--- config.mk ---
export PLATFORM = sky130hd
export DESIGN_NAME = i2c_target_regfile_flat
export DESIGN_NICKNAME = d
export VERILOG_FILES = /design/src/rtl/i2c_pkg.sv /design/src/rtl/i2c_target_regfile_if.sv /design/src/rtl/i2c_line_filter.sv /design/src/rtl/i2c_target_regfile.sv /design/src/flat_wrapper.sv
export SDC_FILE = /design/constraint.sdc
export NUM_CORES = 1
export LEC_CHECK = 0
export CORE_MARGIN = 10
export CORE_UTILIZATION = 50
export CTS_BUF_LIST = sky130_fd_sc_hd__clkbuf_16
export DETAILED_ROUTE_END_ITERATION = 6
export DONT_BUFFER_PORTS = 1
export HOLD_SLACK_MARGIN = 0.1
export PLACE_DENSITY_LB_ADDON = 0.3
export SKIP_CTS_REPAIR_TIMING = 1
export SLEW_MARGIN = 20
export SYNTH_ARGS = -nofsm -noshare
export SYNTH_HDL_FRONTEND = slang
export SYNTH_SLANG_ARGS = --single-unit
export TNS_END_PERCENT = 1
--- constraint.sdc ---
create_clock -name clk -period 3 [get_ports clk]
set_input_delay 0.6 -clock clk [delete_from_list [all_inputs] [get_ports clk]]
set_output_delay 0.6 -clock clk [all_outputs]
set_load 0.005 [all_outputs]
--- src/rtl/i2c_pkg.sv ---
// Shared I2C target definitions: FSM state codes, byte layout and bus levels.
package i2c_pkg;

  localparam int unsigned BYTE_W  = 8;
  localparam int unsigned BIT_W   = 4;
  localparam int unsigned STATE_W = 4;

  typedef logic [STATE_W-1:0] i2c_state_t;

  // FSM state encoding
  localparam logic [3:0] ST_IDLE      = 4'd0;
  localparam logic [3:0] ST_ADDR      = 4'd1;
  localparam logic [3:0] ST_ADDR_ACK  = 4'd2;
  localparam logic [3:0] ST_PTR       = 4'd3;
  localparam logic [3:0] ST_WR        = 4'd4;
  localparam logic [3:0] ST_RD        = 4'd5;
  localparam logic [3:0] ST_RD_ACK    = 4'd6;
  localparam logic [3:0] ST_IGNORE    = 4'd7;
  localparam logic [3:0] ST_WAIT_STOP = 4'd8;

  // Position of the R/W flag in the address byte (1 = read)
  localparam int unsigned RW_BIT = 0;

  // SDA levels for acknowledge / not-acknowledge
  localparam logic ACK_LVL  = 1'b0;
  localparam logic NACK_LVL = 1'b1;

  // True when the upper seven bits of an address byte select this target
  function automatic logic addr_match(input logic [BYTE_W-1:0] addr_byte,
                                      input logic [6:0]        target);
    return addr_byte[BYTE_W-1:1] == target;
  endfunction

endpackage

--- src/rtl/i2c_target_regfile_if.sv ---
// Pin-side and register-side signals of the I2C register-file target.
interface i2c_target_regfile_if
  import i2c_pkg::*;
#(
  parameter int unsigned IDX_W = 4
) ();

  logic              scl_i;
  logic              sda_i;
  logic              sda_oe;
  logic              busy;
  logic              wr_stb;
  logic [IDX_W-1:0]  wr_idx;
  logic [BYTE_W-1:0] wr_byte;
  logic [IDX_W-1:0]  host_idx;
  logic [BYTE_W-1:0] host_data;

  modport slave (
    input  scl_i, sda_i, host_idx,
    output sda_oe, busy, wr_stb, wr_idx, wr_byte, host_data
  );

  modport master (
    output scl_i, sda_i, host_idx,
    input  sda_oe, busy, wr_stb, wr_idx, wr_byte, host_data
  );

endinterface

--- src/rtl/i2c_line_filter.sv ---
// Synchronises one bus line and accepts a level change only after it has
// held for FILT_LEN clocks; emits the filtered level and one-clock edge pulses.
module i2c_line_filter #(
  parameter int unsigned FILT_LEN = 4
) (
  input  logic clk,
  input  logic iRST_N,
  input  logic pin_i,
  output logic level,
  output logic rise,
  output logic fall
);

  localparam int unsigned CNT_W = $clog2(FILT_LEN + 1);

  logic [1:0]       sync_q;
  logic [CNT_W-1:0] cnt_q;
  logic             accept_c;

  // Synchronised level differs from the accepted one and has been stable long enough
  assign accept_c = (sync_q[1] != level) && (cnt_q == CNT_W'(FILT_LEN - 1));

  // Two-flop synchroniser; idle bus level is high
  always_ff @(posedge clk or negedge iRST_N) begin
    if (!iRST_N) sync_q <= 2'b11;
    else         sync_q <= {sync_q[0], pin_i};
  end

  // Stability counter, filtered level and edge pulses
  always_ff @(posedge clk or negedge iRST_N) begin
    if (!iRST_N) begin
      cnt_q <= '0;
      level <= 1'b1;
      rise  <= 1'b0;
      fall  <= 1'b0;
    end else begin
      rise <= accept_c &  sync_q[1];
      fall <= accept_c & ~sync_q[1];
      if (sync_q[1] == level || accept_c) begin
        cnt_q <= '0;
      end else begin
        cnt_q <= cnt_q + CNT_W'(1);
      end
      if (accept_c) level <= sync_q[1];
    end
  end

endmodule

--- src/rtl/i2c_target_regfile.sv ---
// I2C target with a byte-wide register file: first written byte sets the
// pointer, following bytes are written or read with auto-increment.
module i2c_target_regfile
  import i2c_pkg::*;
#(
  parameter logic [6:0]  TARGET_ADDR = 7'h50,
  parameter int unsigned NREGS       = 16,
  parameter int unsigned FILT_LEN    = 4
) (
  input logic                  clk,
  input logic                  iRST_N,
  i2c_target_regfile_if.slave  bus
);

  localparam int unsigned IDX_W = $clog2(NREGS);

  logic scl_lvl, scl_rise, scl_fall;
  logic sda_lvl, sda_rise, sda_fall;

  i2c_state_t        state_q,   state_d;
  logic [BIT_W-1:0]  bit_cnt_q, bit_cnt_d;
  logic [BYTE_W-1:0] shreg_q,   shreg_d;
  logic [IDX_W-1:0]  ptr_q,     ptr_d;
  logic              sda_oe_q,  sda_oe_d;
  logic              busy_q,    busy_d;
  logic              wr_stb_q,  wr_stb_d;
  logic [IDX_W-1:0]  wr_idx_q,  wr_idx_d;
  logic [BYTE_W-1:0] wr_byte_q, wr_byte_d;
  logic              reg_we_c;
  logic              start_c, stop_c;
  logic [BYTE_W-1:0] rx_byte_c;
  logic [BYTE_W-1:0] regs_q [NREGS];

  i2c_line_filter #(.FILT_LEN(FILT_LEN)) u_scl_filt (
    .clk(clk), .iRST_N(iRST_N), .pin_i(bus.scl_i),
    .level(scl_lvl), .rise(scl_rise), .fall(scl_fall)
  );

  i2c_line_filter #(.FILT_LEN(FILT_LEN)) u_sda_filt (
    .clk(clk), .iRST_N(iRST_N), .pin_i(bus.sda_i),
    .level(sda_lvl), .rise(sda_rise), .fall(sda_fall)
  );

  // Bus conditions and the byte formed by shifting in the current SDA level
  assign start_c   = sda_fall & scl_lvl;
  assign stop_c    = sda_rise & scl_lvl;
  assign rx_byte_c = {shreg_q[BYTE_W-2:0], sda_lvl};

  // Next-state and output decode
  always_comb begin
    state_d   = state_q;
    bit_cnt_d = bit_cnt_q;
    shreg_d   = shreg_q;
    ptr_d     = ptr_q;
    sda_oe_d  = sda_oe_q;
    busy_d    = busy_q;
    wr_stb_d  = 1'b0;
    wr_idx_d  = wr_idx_q;
    wr_byte_d = wr_byte_q;
    reg_we_c  = 1'b0;

    if (start_c || stop_c) begin
      // Any START/STOP aborts the current byte and releases the line
      state_d   = start_c ? ST_ADDR : ST_IDLE;
      bit_cnt_d = '0;
      sda_oe_d  = 1'b0;
      busy_d    = 1'b0;
    end else begin
      case (state_q)
        ST_ADDR: begin
          if (scl_rise && bit_cnt_q < BIT_W'(8)) begin
            shreg_d   = rx_byte_c;
            bit_cnt_d = bit_cnt_q + BIT_W'(1);
          end else if (scl_fall && bit_cnt_q == BIT_W'(8)) begin
            if (addr_match(shreg_q, TARGET_ADDR)) begin
              sda_oe_d = ~ACK_LVL;
              busy_d   = 1'b1;
              state_d  = ST_ADDR_ACK;
            end else begin
              state_d  = ST_IGNORE;
            end
          end
        end

        ST_ADDR_ACK: begin
          // The fall closing the ACK clock releases ACK; a read drives its MSB at once
          if (scl_fall) begin
            bit_cnt_d = '0;
            if (shreg_q[RW_BIT]) begin
              state_d  = ST_RD;
              shreg_d  = regs_q[ptr_q];
              sda_oe_d = ~regs_q[ptr_q][BYTE_W-1];
            end else begin
              state_d  = ST_PTR;
              sda_oe_d = 1'b0;
            end
          end
        end

        ST_PTR, ST_WR: begin
          // bit_cnt 0..7 receiving, 8 byte done, 9 inside the ACK clock
          if (scl_rise && bit_cnt_q < BIT_W'(8)) begin
            shreg_d   = rx_byte_c;
            bit_cnt_d = bit_cnt_q + BIT_W'(1);
            if (bit_cnt_q == BIT_W'(7)) begin
              if (state_q == ST_PTR) begin
                ptr_d = rx_byte_c[IDX_W-1:0];
              end else begin
                reg_we_c  = 1'b1;
                wr_stb_d  = 1'b1;
                wr_idx_d  = ptr_q;
                wr_byte_d = rx_byte_c;
                ptr_d     = ptr_q + IDX_W'(1);
              end
            end
          end else if (scl_fall && bit_cnt_q == BIT_W'(8)) begin
            sda_oe_d  = ~ACK_LVL;
            bit_cnt_d = BIT_W'(9);
          end else if (scl_fall && bit_cnt_q == BIT_W'(9)) begin
            sda_oe_d  = 1'b0;
            bit_cnt_d = '0;
            state_d   = ST_WR;
          end
        end

        ST_RD: begin
          // shreg holds the outgoing byte; its MSB is the bit on the line
          if (scl_rise && bit_cnt_q < BIT_W'(8)) begin
            bit_cnt_d = bit_cnt_q + BIT_W'(1);
          end else if (scl_fall && bit_cnt_q != '0) begin
            if (bit_cnt_q == BIT_W'(8)) begin
              sda_oe_d  = 1'b0;
              bit_cnt_d = '0;
              state_d   = ST_RD_ACK;
            end else begin
              shreg_d  = {shreg_q[BYTE_W-2:0], 1'b0};
              sda_oe_d = ~shreg_q[BYTE_W-2];
            end
          end
        end

        ST_RD_ACK: begin
          // bit_cnt 1 marks an ACK seen; the following fall starts the next byte
          if (scl_rise && bit_cnt_q == '0) begin
            if (sda_lvl == NACK_LVL) begin
              state_d = ST_WAIT_STOP;
            end else begin
              ptr_d     = ptr_q + IDX_W'(1);
              bit_cnt_d = BIT_W'(1);
            end
          end else if (scl_fall && bit_cnt_q == BIT_W'(1)) begin
            state_d   = ST_RD;
            bit_cnt_d = '0;
            shreg_d   = regs_q[ptr_q];
            sda_oe_d  = ~regs_q[ptr_q][BYTE_W-1];
          end
        end

        default: ;
      endcase
    end
  end

  // FSM and datapath registers
  always_ff @(posedge clk or negedge iRST_N) begin
    if (!iRST_N) begin
      state_q   <= ST_IDLE;
      bit_cnt_q <= '0;
      shreg_q   <= '0;
      ptr_q     <= '0;
      sda_oe_q  <= 1'b0;
      busy_q    <= 1'b0;
      wr_stb_q  <= 1'b0;
      wr_idx_q  <= '0;
      wr_byte_q <= '0;
    end else begin
      state_q   <= state_d;
      bit_cnt_q <= bit_cnt_d;
      shreg_q   <= shreg_d;
      ptr_q     <= ptr_d;
      sda_oe_q  <= sda_oe_d;
      busy_q    <= busy_d;
      wr_stb_q  <= wr_stb_d;
      wr_idx_q  <= wr_idx_d;
      wr_byte_q <= wr_byte_d;
    end
  end

  // Register file, written on the same edge that raises wr_stb
  always_ff @(posedge clk or negedge iRST_N) begin
    if (!iRST_N) begin
      for (int i = 0; i < int'(NREGS); i++) regs_q[i] <= '0;
    end else if (reg_we_c) begin
      regs_q[ptr_q] <= rx_byte_c;
    end
  end

  assign bus.sda_oe    = sda_oe_q;
  assign bus.busy      = busy_q;
  assign bus.wr_stb    = wr_stb_q;
  assign bus.wr_idx    = wr_idx_q;
  assign bus.wr_byte   = wr_byte_q;
  assign bus.host_data = regs_q[bus.host_idx];

endmodule

--- src/flat_wrapper.sv ---
// flat-port wrapper written by rule: the top's interface ports become plain ports
module i2c_target_regfile_flat import i2c_pkg::*;
#(
  parameter logic [6:0]  TARGET_ADDR = 7'h50,
  parameter int unsigned NREGS       = 16,
  parameter int unsigned FILT_LEN    = 4
)
  (clk, iRST_N, bus_scl_i, bus_sda_i, bus_host_idx, bus_sda_oe, bus_busy, bus_wr_stb, bus_wr_idx, bus_wr_byte, bus_host_data);
  i2c_target_regfile_if #(.IDX_W((4))) bus_i ();
  input logic clk;
  input logic iRST_N;
  input wire logic [$bits(bus_i.scl_i)-1:0] bus_scl_i;
  input wire logic [$bits(bus_i.sda_i)-1:0] bus_sda_i;
  input wire logic [$bits(bus_i.host_idx)-1:0] bus_host_idx;
  output wire logic [$bits(bus_i.sda_oe)-1:0] bus_sda_oe;
  output wire logic [$bits(bus_i.busy)-1:0] bus_busy;
  output wire logic [$bits(bus_i.wr_stb)-1:0] bus_wr_stb;
  output wire logic [$bits(bus_i.wr_idx)-1:0] bus_wr_idx;
  output wire logic [$bits(bus_i.wr_byte)-1:0] bus_wr_byte;
  output wire logic [$bits(bus_i.host_data)-1:0] bus_host_data;
  assign bus_i.scl_i = bus_scl_i;
  assign bus_i.sda_i = bus_sda_i;
  assign bus_i.host_idx = bus_host_idx;
  assign bus_sda_oe = bus_i.sda_oe;
  assign bus_busy = bus_i.busy;
  assign bus_wr_stb = bus_i.wr_stb;
  assign bus_wr_idx = bus_i.wr_idx;
  assign bus_wr_byte = bus_i.wr_byte;
  assign bus_host_data = bus_i.host_data;
  i2c_target_regfile #(.TARGET_ADDR(TARGET_ADDR), .NREGS(NREGS), .FILT_LEN(FILT_LEN)) u_core (.clk(clk), .iRST_N(iRST_N), .bus(bus_i));
endmodule
==> results_dict.tcl <==
set metrics [dict create \
    rows 50 \
    num_io_pins 31 \
    grt_pass1_wl_um 37780 \
    dr.first_iter.drc_count 450 \
    rrSetupSlack_ns 0.45 \
    synth_area_per_cell_um2 13.80 \
    ir_worst_vdd_v 0.0004306 \
    yosys.area_share.simple_pct 7.615 \
    avgRoutedWirePerCell_um 24.70 \
    place_area_um2 9932 \
    nets 699 \
    gp_congestion 0.8428 \
    synth_top_family_by_area "multiplexers" \
    cts_root_buf "clkbuf_16" \
    die_height_um 159.6 \
    yosysWarnings 0 \
    synth_xor_xnor_area_share_pct 0.1798 \
    power_density_nw_per_um2 627.0 \
    io_buffers 0 \
    max_slew_margin_pct 42.86 \
    worstReg2RegEnd "u_core.regs_q[27]" \
    fin_worst_skew_ns 0.01218 \
    final_cells 953 \
    yosysSeqAreaShare_pct 46.05 \
    drive_above_1_share_pct 22.37 \
    drv_cap 0 \
    finalSetupViolCount 0 \
    coreArea_um2 18960 \
    start_util_pct 51.40 \
    synthTopCellsByArea "dfrtp_1, mux4_2, mux2_1, mux4_1, mux2_2" \
    timing.rr.start "u_core.state_q[2]" \
    finalHoldViolations 173 \
    routed_via_density 6.461 \
    synth_edf_count 0 \
    fillers 1499 \
    hp-class "in -> async" \
    met3WireLength_um 1312 \
    crit_arrival_ns 2.86 \
    grt_pass1_vias 6461 \
    dr.max_layer_used "met4" \
    tns_ns 0 \
    synth_mux_area_share_pct 35.21 \
    area_growth_pct 7.602 \
    postRouteAntennaNets 0 \
    crit_type "reg -> reg" \
    vias 6157 \
    violations "hold timing" \
    status "finished, violations left" \
    drc 0 \
    rsz0062_at_grt "no" \
    worstPathMaxFanout 22 \
    fin_area_um2 10480 \
    worst_setup_path_end_kind "register" \
    slew_viol_final 0 \
    die_w_um 159.6 \
    synth_nets 725 \
    drt_pass1_iterations 5 \
    synth-adder-area-share_pct 1.413 \
    finalHoldWorstSlack_ns -0.1431 \
    synth_area_um2 9743 \
    numPlacedInstances 921 \
    clkSinkCount 179 \
    cts.clk_slew.worst_paths_ns 0.06 \
    async_reset_ff_share_pct 100.0 \
    startpoint "u_core.state_q[2]" \
    cellLeakagePower_nw 4.848 \
    fmax_ghz 0.3920 \
    fin_crit_sh_pct 85.03 \
    dieArea_um2 25470 \
    synth_seq_cells 179 \
    antenna_found_initial 0 \
    dp_hpwl_um 15670 \
    clk_latency_ns 0.43 \
    overflow 0 \
    worst_pin_slew_ns 0.8571 \
    required_ns 3.31 \
    yosysTopAreaCell "dfrtp_1" \
    grt_max_degree 180 \
    grt_use_total_pct 18.82 \
    wl_um 23540 \
    cts_buffers 17 \
    crit_path_start_kind "register" \
    wl_met1_um 9866 \
    antenna_cells 0 \
    syn_inst 706 \
    synth_cell_types 68 \
    clk_path_buf_depth 2 \
    worstRegToRegCells 5 \
    synth_compound_area_share_pct 6.049 \
    synth_top_area_share_pct 44.43 \
    htreeDepth 4 \
    period_needed_ns 2.551 \
    synth_ff_type "dfrtp_1" \
    synth_most_common_cell "dfrtp_1" \
    ys_top_cells_by_count "dfrtp_1, mux2_1, mux4_2, nor2_1, clkbuf_1" \
    wl_met2_um 12030 \
    cts_tree "yes" \
]
[sequential cells by signal, summed over array words and instances, names as in the netlist, 2 cells and up]
name / cells
u_core.ptr_q: 4
u_core.regs_q: 128
u_core.bit_cnt_q: 4
u_core.bus.wr_byte: 8
u_core.u_sda_filt.cnt_q: 3
u_core.u_sda_filt.sync_q: 2
u_core.bus.wr_idx: 4
u_core.state_q: 4
u_core.u_scl_filt.cnt_q: 3
u_core.shreg_q: 8
u_core.u_scl_filt.sync_q: 2
[worst max path at each step]
stage | slack [ns] | depth (start not counted) | end
6_report | 0.45 | 5 | u_core.regs_q[27]
3_5_place_dp | 0.49 | 5 | u_core.regs_q[27]
4_1_cts | 0.46 | 5 | u_core.regs_q[16]
2_1_floorplan | 0.29 | 4 | bus_host_data[0]
3_3_place_gp | 0.53 | 5 | u_core.regs_q[20]
5_1_grt | 0.27 | 5 | u_core.regs_q[16]
[area by class of cell]
cell class,instances,area (µm²),share of cell area (%)
Clock buffer,17,425.4,4.058
Timing Repair Buffer,14,117.6,1.122
Clock inverter,15,126.4,1.205
Multi-Input combinational cell,446,4917,46.90
Inverter,22,82.58,0.7877
Tap cell,260,325.3,3.103
Sequential cell,179,4489,42.82
[where the power goes]
part           switching [mW]  leakage (nW)  total (mW)  internal, mW
clock                   0.932         0.283        2.14          1.20
sequential              0.352          2.46        2.89          2.54
combinational           0.823          2.11        1.55         0.722
total                    2.11          4.85        6.57          4.47
[per-stage QoR]
step | power (mW) | hold slack, ns | util [%] | worst slack, ns
2_1_floorplan | 4.086 | 0.3044 | - | 0.2865
3_3_place_gp | 4.399 | 0.3147 | 52.40 | 0.5309
3_5_place_dp | 4.459 | 0.3147 | 52.40 | 0.4857
4_1_cts | 6.601 | -0.1546 | 55.31 | 0.4603
5_1_grt | 6.904 | -0.1648 | 55.31 | 0.2672
6_report | 6.574 | -0.1431 | 55.31 | 0.4492
[placed cells by master, fill, tap and decap left out, types with 11 or more instances in the layout]
cell type / instances
nand2_2: 16
mux2i_1: 12
nor2_1: 35
inv_1: 26
a22oi_1: 16
nand2_1: 17
mux4_2: 65
mux2_2: 15
dfrtp_1: 171
mux2_1: 129
clkbuf_16: 17
ha_1: 11
buf_4: 13
[layer usage]
metal  GRT usage (%)  up-vias
met5               0        -
met4           5.771        0
met3           3.925       34
met2           31.55      197
met1           23.93     3269
li1                -     2657
[cell families (layout without fill, tap and decap cells)]
family          count (synthesis)  in the layout
xor+xnor                        2              2
compound gates                 78             78
mux                           230            230
flops                         179            179
fa+ha+maj                      11             11
simple gates                  125            125
buf+inv                        81             68
[critical path: stages (launching register included)]
cell and delay, ns:
dfrtp_1 0.73, or3b_1 0.45, nor4_4 0.27, and2_1 0.32, nand2_2 0.25, mux2_1 0.40
Note: power is estimated with default switching activity, not from simulation.
